[src/rtl/hazard_ctrl_pkg.sv]
// Shared constants and types for the IF/ID/EX hazard sequencer.
package hazard_ctrl_pkg;
  localparam int REG_ADDR_W = 4;

  typedef logic [4:0] opcode_t;
  localparam opcode_t OP_NOP  = 5'h1f;
  localparam opcode_t OP_LOAD = 5'h08;
  localparam opcode_t OP_MUL  = 5'h0c;

  typedef enum logic [1:0] {
    RUN     = 2'd0,
    FLUSH   = 2'd1,
    MC_WAIT = 2'd2
  } haz_state_t;

  function automatic int imax(input int a, input int b);
    return (a > b) ? a : b;
  endfunction
endpackage

[src/rtl/hazard_ctrl_if.sv]
// Decode/execute observation bus and pipeline control outputs of the hazard sequencer.
interface hazard_ctrl_if
  import hazard_ctrl_pkg::*;
#(parameter int CNT_W = 16);
  opcode_t               IFID_OPCODE;
  logic [REG_ADDR_W-1:0] IFID_R1_ADDR;
  logic [REG_ADDR_W-1:0] IFID_R2_ADDR;
  opcode_t               IDEX_OPCODE;
  logic [2:0]            IDEX_RD_ADDR;
  logic                  BRANCH_TAKEN;
  logic                  PC_WE;
  logic                  IFID_STALL;
  logic                  IFID_FLUSH;
  logic                  IDEX_FLUSH;
  logic                  EX_HOLD;
  logic [1:0]            HAZ_STATE;
  logic [CNT_W-1:0]      STALL_CNT;

  modport master (
    output IFID_OPCODE, IFID_R1_ADDR, IFID_R2_ADDR, IDEX_OPCODE, IDEX_RD_ADDR, BRANCH_TAKEN,
    input  PC_WE, IFID_STALL, IFID_FLUSH, IDEX_FLUSH, EX_HOLD, HAZ_STATE, STALL_CNT
  );
  modport slave (
    input  IFID_OPCODE, IFID_R1_ADDR, IFID_R2_ADDR, IDEX_OPCODE, IDEX_RD_ADDR, BRANCH_TAKEN,
    output PC_WE, IFID_STALL, IFID_FLUSH, IDEX_FLUSH, EX_HOLD, HAZ_STATE, STALL_CNT
  );
endinterface

[src/rtl/hazard_ctrl_sat_counter.sv]
// Saturating up-counter with synchronous clear; holds at all-ones.
module sat_counter #(parameter int W = 16) (
  input  logic         clk,
  input  logic         clr,
  input  logic         en,
  output logic [W-1:0] q
);
  always_ff @(posedge clk) begin
    if (clr)                 q <= '0;
    else if (en && q != '1)  q <= q + W'(1);
  end
endmodule

[src/rtl/hazard_ctrl.sv]
// Front-end hazard sequencer: load-use stalls, branch flushes and multi-cycle EX holds.
module hazard_ctrl
  import hazard_ctrl_pkg::*;
#(
  parameter int MC_CYCLES  = 4,
  parameter int BR_PENALTY = 1,
  parameter int CNT_W      = 16
) (
  input logic         clk,
  input logic         rst,
  hazard_ctrl_if.slave hif
);
  localparam int CNT_MAX = imax(MC_CYCLES, BR_PENALTY);
  localparam int CW      = (CNT_MAX > 1) ? $clog2(CNT_MAX) : 1;

  haz_state_t    state;
  logic [CW-1:0] cnt;
  logic          load_use, is_mul;

  assign is_mul   = (hif.IDEX_OPCODE == OP_MUL);
  // rd is only 3 bits wide, so registers 8..15 can never alias it
  assign load_use = (hif.IDEX_OPCODE == OP_LOAD) && (hif.IDEX_RD_ADDR != 3'd0) &&
                    (hif.IFID_OPCODE != OP_NOP) &&
                    (({1'b0, hif.IDEX_RD_ADDR} == hif.IFID_R1_ADDR) ||
                     ({1'b0, hif.IDEX_RD_ADDR} == hif.IFID_R2_ADDR));

  always_ff @(posedge clk) begin
    if (rst) begin
      state <= RUN;
      cnt   <= '0;
    end else begin
      case (state)
        RUN: begin
          if (hif.BRANCH_TAKEN) begin
            if (BR_PENALTY > 1) begin
              state <= FLUSH;
              cnt   <= CW'(BR_PENALTY - 2);
            end
          end else if (is_mul) begin
            state <= MC_WAIT;
            cnt   <= CW'(MC_CYCLES - 2);
          end
        end
        FLUSH, MC_WAIT: begin
          if (cnt == '0) state <= RUN;
          else           cnt   <= cnt - CW'(1);
        end
        default: state <= RUN;
      endcase
    end
  end

  always_comb begin
    hif.PC_WE      = 1'b1;
    hif.IFID_STALL = 1'b0;
    hif.IFID_FLUSH = 1'b0;
    hif.IDEX_FLUSH = 1'b0;
    hif.EX_HOLD    = 1'b0;
    if (rst) begin
      hif.PC_WE      = 1'b0;
      hif.IFID_FLUSH = 1'b1;
      hif.IDEX_FLUSH = 1'b1;
    end else begin
      case (state)
        RUN: begin
          if (hif.BRANCH_TAKEN) begin
            hif.IFID_FLUSH = 1'b1;
            hif.IDEX_FLUSH = 1'b1;
          end else if (is_mul) begin
            hif.PC_WE      = 1'b0;
            hif.IFID_STALL = 1'b1;
            hif.EX_HOLD    = 1'b1;
          end else if (load_use) begin
            hif.PC_WE      = 1'b0;
            hif.IFID_STALL = 1'b1;
            hif.IDEX_FLUSH = 1'b1;
          end
        end
        FLUSH: hif.IFID_FLUSH = 1'b1;
        MC_WAIT: begin
          if (cnt != '0) begin
            hif.PC_WE      = 1'b0;
            hif.IFID_STALL = 1'b1;
            hif.EX_HOLD    = 1'b1;
          end
        end
        default: ;
      endcase
    end
  end

  assign hif.HAZ_STATE = state;

  sat_counter #(.W(CNT_W)) u_stall_cnt (
    .clk (clk),
    .clr (rst),
    .en  (!hif.PC_WE),
    .q   (hif.STALL_CNT)
  );
endmodule

[src/flat_wrapper.sv]
// flat-port wrapper written by rule: the top's interface ports become plain ports
module hazard_ctrl_flat import hazard_ctrl_pkg::*;
#(
  parameter int MC_CYCLES  = 4,
  parameter int BR_PENALTY = 1,
  parameter int CNT_W      = 16
)
  (clk, rst, hif_IFID_OPCODE, hif_IFID_R1_ADDR, hif_IFID_R2_ADDR, hif_IDEX_OPCODE, hif_IDEX_RD_ADDR, hif_BRANCH_TAKEN, hif_PC_WE, hif_IFID_STALL, hif_IFID_FLUSH, hif_IDEX_FLUSH, hif_EX_HOLD, hif_HAZ_STATE, hif_STALL_CNT);
  hazard_ctrl_if #(.CNT_W(CNT_W)) hif_i ();
  input logic clk;
  input logic rst;
  input wire logic [$bits(hif_i.IFID_OPCODE)-1:0] hif_IFID_OPCODE;
  input wire logic [$bits(hif_i.IFID_R1_ADDR)-1:0] hif_IFID_R1_ADDR;
  input wire logic [$bits(hif_i.IFID_R2_ADDR)-1:0] hif_IFID_R2_ADDR;
  input wire logic [$bits(hif_i.IDEX_OPCODE)-1:0] hif_IDEX_OPCODE;
  input wire logic [$bits(hif_i.IDEX_RD_ADDR)-1:0] hif_IDEX_RD_ADDR;
  input wire logic [$bits(hif_i.BRANCH_TAKEN)-1:0] hif_BRANCH_TAKEN;
  output wire logic [$bits(hif_i.PC_WE)-1:0] hif_PC_WE;
  output wire logic [$bits(hif_i.IFID_STALL)-1:0] hif_IFID_STALL;
  output wire logic [$bits(hif_i.IFID_FLUSH)-1:0] hif_IFID_FLUSH;
  output wire logic [$bits(hif_i.IDEX_FLUSH)-1:0] hif_IDEX_FLUSH;
  output wire logic [$bits(hif_i.EX_HOLD)-1:0] hif_EX_HOLD;
  output wire logic [$bits(hif_i.HAZ_STATE)-1:0] hif_HAZ_STATE;
  output wire logic [$bits(hif_i.STALL_CNT)-1:0] hif_STALL_CNT;
  assign hif_i.IFID_OPCODE = hif_IFID_OPCODE;
  assign hif_i.IFID_R1_ADDR = hif_IFID_R1_ADDR;
  assign hif_i.IFID_R2_ADDR = hif_IFID_R2_ADDR;
  assign hif_i.IDEX_OPCODE = hif_IDEX_OPCODE;
  assign hif_i.IDEX_RD_ADDR = hif_IDEX_RD_ADDR;
  assign hif_i.BRANCH_TAKEN = hif_BRANCH_TAKEN;
  assign hif_PC_WE = hif_i.PC_WE;
  assign hif_IFID_STALL = hif_i.IFID_STALL;
  assign hif_IFID_FLUSH = hif_i.IFID_FLUSH;
  assign hif_IDEX_FLUSH = hif_i.IDEX_FLUSH;
  assign hif_EX_HOLD = hif_i.EX_HOLD;
  assign hif_HAZ_STATE = hif_i.HAZ_STATE;
  assign hif_STALL_CNT = hif_i.STALL_CNT;
  hazard_ctrl #(.MC_CYCLES(MC_CYCLES), .BR_PENALTY(BR_PENALTY), .CNT_W(CNT_W)) u_core (.clk(clk), .rst(rst), .hif(hif_i));
endmodule
[config.mk]
export PLATFORM = sky130hd
export DESIGN_NAME = hazard_ctrl_flat
export DESIGN_NICKNAME = d
export VERILOG_FILES = /design/src/rtl/hazard_ctrl_pkg.sv /design/src/rtl/hazard_ctrl_if.sv /design/src/rtl/hazard_ctrl_sat_counter.sv /design/src/rtl/hazard_ctrl.sv /design/src/flat_wrapper.sv
export SDC_FILE = /design/constraint.sdc
export NUM_CORES = 1
export LEC_CHECK = 0
export ABC_AREA = 0
export CORE_UTILIZATION = 42
export CTS_CLUSTER_SIZE = 40
export DETAILED_ROUTE_END_ITERATION = 10
export PLACE_DENSITY_LB_ADDON = 0.25
export SETUP_SLACK_MARGIN = 0.2
export SLEW_MARGIN = 20
export SYNTH_ARGS = -nofsm -noshare
export SYNTH_HDL_FRONTEND = slang
export SYNTH_SLANG_ARGS = --single-unit
[constraint.sdc]
create_clock -name clk -period 2.1 [get_ports clk]
set_input_delay 0.21 -clock clk [delete_from_list [all_inputs] [get_ports clk]]
set_output_delay 0.21 -clock clk [all_outputs]
set_load 0.005 [all_outputs]
==> results of run 1 <==
==> logic make-up after synthesis <==
kind of cell | synth area share [%]
mux | 6.64
other cells | 0.326
simple gates | 29.7
xor+xnor | 5.34
buf+inv | 5.56
compound gates | 17.1
fa+ha+maj | 2.18
flops | 33.1
==> worst min path at each step <==
stage,from,to,slack [ns]
2_1_floorplan,u_core.cnt[1],u_core.cnt[1],0.46
5_1_grt,u_core.cnt[1],u_core.cnt[1],0.54
3_3_place_gp,u_core.cnt[1],u_core.cnt[1],0.47
4_1_cts,u_core.cnt[1],u_core.cnt[1],0.52
6_report,u_core.cnt[1],u_core.cnt[1],0.51
3_5_place_dp,u_core.cnt[1],u_core.cnt[1],0.49
==> where the power goes <==
group | switching [mW] | internal, mW | total [mW]
clock network | 0.109 | 0.0740 | 0.183
registers | 0.00550 | 0.363 | 0.369
logic | 0.0629 | 0.0860 | 0.149
total | 0.178 | 0.523 | 0.701
==> metrics by stage <==
stage / instances / setup TNS [ns] / cell area (µm²) / power [mW] / hold slack, ns
2_1_floorplan: 135 / 0 / 1150 / 0.430 / 0.456
3_3_place_gp: 217 / -3.80 / 1710 / 0.510 / 0.466
3_5_place_dp: 217 / -5.39 / 1710 / 0.514 / 0.493
4_1_cts: 229 / 0 / 1830 / 0.699 / 0.517
5_1_grt: 230 / 0 / 1890 / 0.736 / 0.539
6_report: 230 / 0 / 1890 / 0.701 / 0.512
==> metal layers <==
| metal | track usage (%) | vias up | share of wire, % |
|---|---|---|---|
| met5 | 0 | - | 0 |
| met4 | 7.69 | 0 | 1.3 |
| met3 | 6.67 | 8 | 3.5 |
| met2 | 42.3 | 30 | 53 |
| met1 | 26.7 | 578 | 42 |
| li1 | - | 613 | - |
==> layout make-up <==
class / count / area [µm²] / area share (%)
timing repair buffer: 66 / 598 / 31.6
sequential: 19 / 397 / 21.0
tap: 30 / 37.5 / 1.99
multi-input combinational: 102 / 798 / 42.2
inverter: 9 / 33.8 / 1.79
clock buffer: 4 / 26.3 / 1.39
==> placed cells by master (no fill, tap or decap), types with 2 or more instances in the layout <==
cell type and n:
a21o_1 4, a21oi_1 8, a311oi_1 2, and3_1 3, buf_4 18, buf_6 2
clkbuf_2 6, clkbuf_4 3, clkdlybuf4s15_1 6, clkdlybuf4s50_1 27, dfxtp_1 10, dfxtp_2 7
dfxtp_4 2, dlygate4sd2_1 4, dlymetal6s2s_1 2, ha_4 2, inv_1 7, inv_2 2
mux2_1 3, mux2_4 2, mux2i_1 2, nand2_1 4, nand3_1 10, nand4_1 4
nor2_1 16, nor2b_1 7, nor3_1 4, or2_2 2, xor2_1 4, xor2_2 2
==> state kept, by name, summed over array words and instances (netlist names) <==
name / count
u_core.hif.HAZ_STATE: 1
u_core.u_stall_cnt.q: 16
u_core.cnt: 2
==> repair_timing <==
item                                    CTS  global route
hold buffers                              0             0
buffers inserted                          8             1
endpoints found under the setup margin   20            18
pin swaps                                11            13
gates resized for setup                  34            32
==> worst max-delay path, cell delays in order <==
cell,delay [ns]
clkdlybuf4s15_1,0.20
xor2_2,0.17
nor4_4,0.31
o2111ai_2,0.19
buf_4,0.18
a31oi_4,0.30
nand4_1,0.17
mux2_4,0.32
==> flow_summary.ini, run 1 <==
[finish]
nNetsFinal = 227
n_antenna_cell = 0
syn_to_final_growth_pct = 64.6
drive_gt1_share_pct = 30.5
utilization_pct = 75.0
fill_cells = 193

[grt]
grt_pass1_wl_mm = 4.93
grt_pass1_vias = 1159
overflow = 0
track_usage_pct = 23.6
grt_max_degree = 14
antenna_found_initial = 0

[detailed_routing]
wl_mm = 3.21
drt_iter0_markers = 11
routed_via_density = 5.34
num_vias = 1229
post_drt_wl_per_cell_um = 14.0
drc_errors = 0
detail_route.first_pass.iterations = 4
ant_nets = 0

[timing]
skew_ns = 0.00255
setup_viol = 0
final-max-slew-violation-count = 0
finalHoldViolCount = 0
clock.fmax_ghz = 0.536
fin_crit_sh_pct = 88.9
rsz0062_at_grt = true
setup_ws_ns = 0.234
period_needed_ns = 1.87

[synth]
synthesis.nets = 161
post-synth-top-count-cell = dfxtp_1
synthTopCellsByArea = dfxtp_1 (33%), nor2_1 (5.2%), mux2_1 (4.9%)
synthDistinctLibCells = 40
synth_cells = 135
syn_area_um2 = 1150
synth_top_cell_area_share_pct = 33.1
synth_common_cells = dfxtp_1 (19), nor2_1 (16), nand3_1 (10)
post-synth-top-area-cell = dfxtp_1
synth_area_per_cell_um2 = 8.51
async_reset_ff_share_pct = 0
synthFlopType = dfxtp_1
synth_seq_cells = 19
ys_warn_count = 0
synth_edf_count = 0
seq_area_frac_synth_pct = 33.1

[floorplanning]
core_area_um2 = 2520
die_x_um = 54.3
rows = 18
initial_core_util_pct = 45.5
io-pin-count = 47
die_h_um = 54.3
fp.dieArea_um2 = 2950

[setup_path]
r2r_slack_ns = 0.25
start_kind = input port
worstSetupStartpoint = hif_IFID_R1_ADDR[2]
cp-endpoint = u_core.u_stall_cnt.q[15]
reg2reg_depth = 7
cp_max_fo = 7
arrival_ns = 2.06
cp-end-kind = flip-flop
cp_data_required_time_ns = 2.29
rr_startpoint = u_core.cnt[1]
reg2reg_to = u_core.u_stall_cnt.q[15]
path_class = input port to flip-flop

[status]
status = complete, no violations

[place]
gp_congestion = 0.778
dp_slack_ns = -0.345
dp_hpwl_mm = 2.42
io_buffer_count = 45

[run]
maxCapViolCount = 0

[min_path]
hold_depth = 2
hp-class = flip-flop to flip-flop

[clock_network]
tritoncts = built
cts_buffer_depth = 2
cts_made_buffers = 3
clkTransAtPathRegs_ns = 0.10
root_buffer = clkbuf_4
cts.sinks = 19
cts_htree_levels = 1
clk_latency_ns = 0.29

[power_and_ir_drop]
p_per_area_nw_per_um2 = 371
power.leakage_nw = 0.748
ir_drop_v = 0.000528
No activity file was read; power rests on OpenSTA's default activity.
==> inputs of run 2 (changes only) <==
SLEW_MARGIN = 10   (was 20)
==> results of run 2 <==
Same layout as run 1: the final DEF is identical, and so are final timing and power.
==> inputs of run 3 (changes only) <==
CTS_BUF_LIST = sky130_fd_sc_hd__clkbuf_8 sky130_fd_sc_hd__clkbuf_16   (was not set)
==> run 3 against run 2 <==
  * Count of clock-buffer cells in the layout fell by 1
  * Routed wire length is 6.3% higher
  * Die area is the same
  * Total power up 9.8%
  * Final cell count increased by 0.87%
  * Global-route usage increased by 1.0 points
  * Fmax about the same
  * Clock skew is essentially flat
  * Cell area increased by 0.79%
==> flow_summary.ini, run 3 (same netlist as run 1, synthesis figures left out) <==
[timing]
setup-tns-final_ns = 0
setup_viol = 0
rsz0062_at_grt = true
fin_crit_sh_pct = 88.9
hold_slack_ns = 0.477
skew_ns = 0.00271
finalHoldViolCount = 0
period_needed_ns = 1.87
clock.fmax_ghz = 0.535
final-max-slew-violation-count = 0

[clock_network]
clkTransAtPathRegs_ns = 0.07
cts_htree_levels = 1
clk_latency_ns = 0.26
cts_made_buffers = 3
root_buffer = clkbuf_8
cts_buffer_depth = 2
cts.sinks = 19
cts_hold_buffers = 0
tritoncts = built

[setup_path]
start_kind = input port
cp-end-kind = flip-flop
reg2reg_depth = 7
cp_data_required_time_ns = 2.25
cp_max_fo = 7
arrival_ns = 2.02
r2r_slack_ns = 0.26
path_class = input port to flip-flop

[finish]
top_register = u_core.u_stall_cnt.q
nNetsFinal = 229
largest_reg_flops = 16
final_cell_mix = clkdlybuf4s50_1 (25), buf_4 (20), nor2_1 (16), dfxtp_1 (14), nand3_1 (10)
final_common_cell = clkdlybuf4s50_1
fill_cells = 186
drive_gt1_share_pct = 32.7
syn_to_final_growth_pct = 65.9
n_antenna_cell = 0

[detailed_routing]
ant_nets = 0
drt_iter0_markers = 28
detail_route.first_pass.iterations = 4
post_drt_wl_per_cell_um = 14.7
drc_errors = 0
wl_mm = 3.41
num_vias = 1251
routed_via_density = 5.39

[floorplanning]
core_area_um2 = 2520
rows = 18
io-pin-count = 47
die_x_um = 54.3
initial_core_util_pct = 45.5
fp.dieArea_um2 = 2950
die_h_um = 54.3

[power_and_ir_drop]
ir_drop_v = 0.000572
power.leakage_nw = 0.774
finalPower_mw = 0.770
p_per_area_nw_per_um2 = 404

[min_path]
hp-class = flip-flop to flip-flop
hold_depth = 2

[grt]
track_usage_pct = 24.7
antenna_found_initial = 0
grt_pass1_vias = 1182
grt_pass1_wl_mm = 5.15
overflow = 0
grt_max_degree = 14

[place]
gp_congestion = 0.778
dp_hpwl_mm = 2.42
io_buffer_count = 45

[status]
status = complete, no violations

[run]
maxCapViolCount = 0
[run 3: layer usage]
layer	vias up	wire length (µm)	GRT usage (%)
li1	614	-	-
met1	592	1460	28.7
met2	35	1760	43.7
met3	10	125	6.39
met4	0	68	7.69
met5	-	0	0
[run 3: worst paths after layout]
| path | end | startpoint |
|---|---|---|
| worst min-delay path | u_core.cnt[1] | u_core.cnt[1] |
| worst min register to register | u_core.cnt[1] | u_core.cnt[1] |
| worst max register to register | u_core.u_stall_cnt.q[15] | u_core.cnt[0] |
| worst max-delay path | u_core.u_stall_cnt.q[15] | hif_IDEX_RD_ADDR[2] |
[run 3: report_power, final]
part	switching [mW]	leakage (nW)	internal, mW
Clock	0.116	0.0269	0.130
Combinational	0.0649	0.592	0.0867
Sequential	0.00638	0.156	0.366
Total	0.187	0.774	0.583
[run 3: repair_timing]
item	4_1_cts	5_1_grt
buffers inserted	9	2
setup endpoints to repair	20	19
resized for setup	43	36
pin swaps	13	15
[run 3: layout make-up]
cell class	instances	area, µm²	area share [%]
Multi-Input combinational cell	102	797	41.8
Timing Repair Buffer	68	603	31.6
Inverter	9	33.8	1.77
Sequential cell	19	389	20.4
Clock buffer	3	41.3	2.17
Tap cell	30	37.5	1.97
Clock inverter	1	3.75	0.197
[run 3: worst max-delay path, cell delays in order]
cell	delay (ns)
buf_4	0.13
xor2_1	0.15
nor4_2	0.36
o2111ai_2	0.19
buf_4	0.19
a31oi_4	0.31
nand4_1	0.15
mux2_4	0.32
[run 3: through the flow]
step / std cells / utilization (%) / worst slack [ns] / cell area [µm²]
3_3_place_gp: 217 / 68.0 / -0.257 / 1710
2_1_floorplan: 135 / - / 0.238 / 1150
6_report: 232 / 75.5 / 0.232 / 1910
3_5_place_dp: 217 / 68.0 / -0.345 / 1710
5_1_grt: 232 / 75.5 / 0.152 / 1910
4_1_cts: 230 / 73.4 / 0.202 / 1850
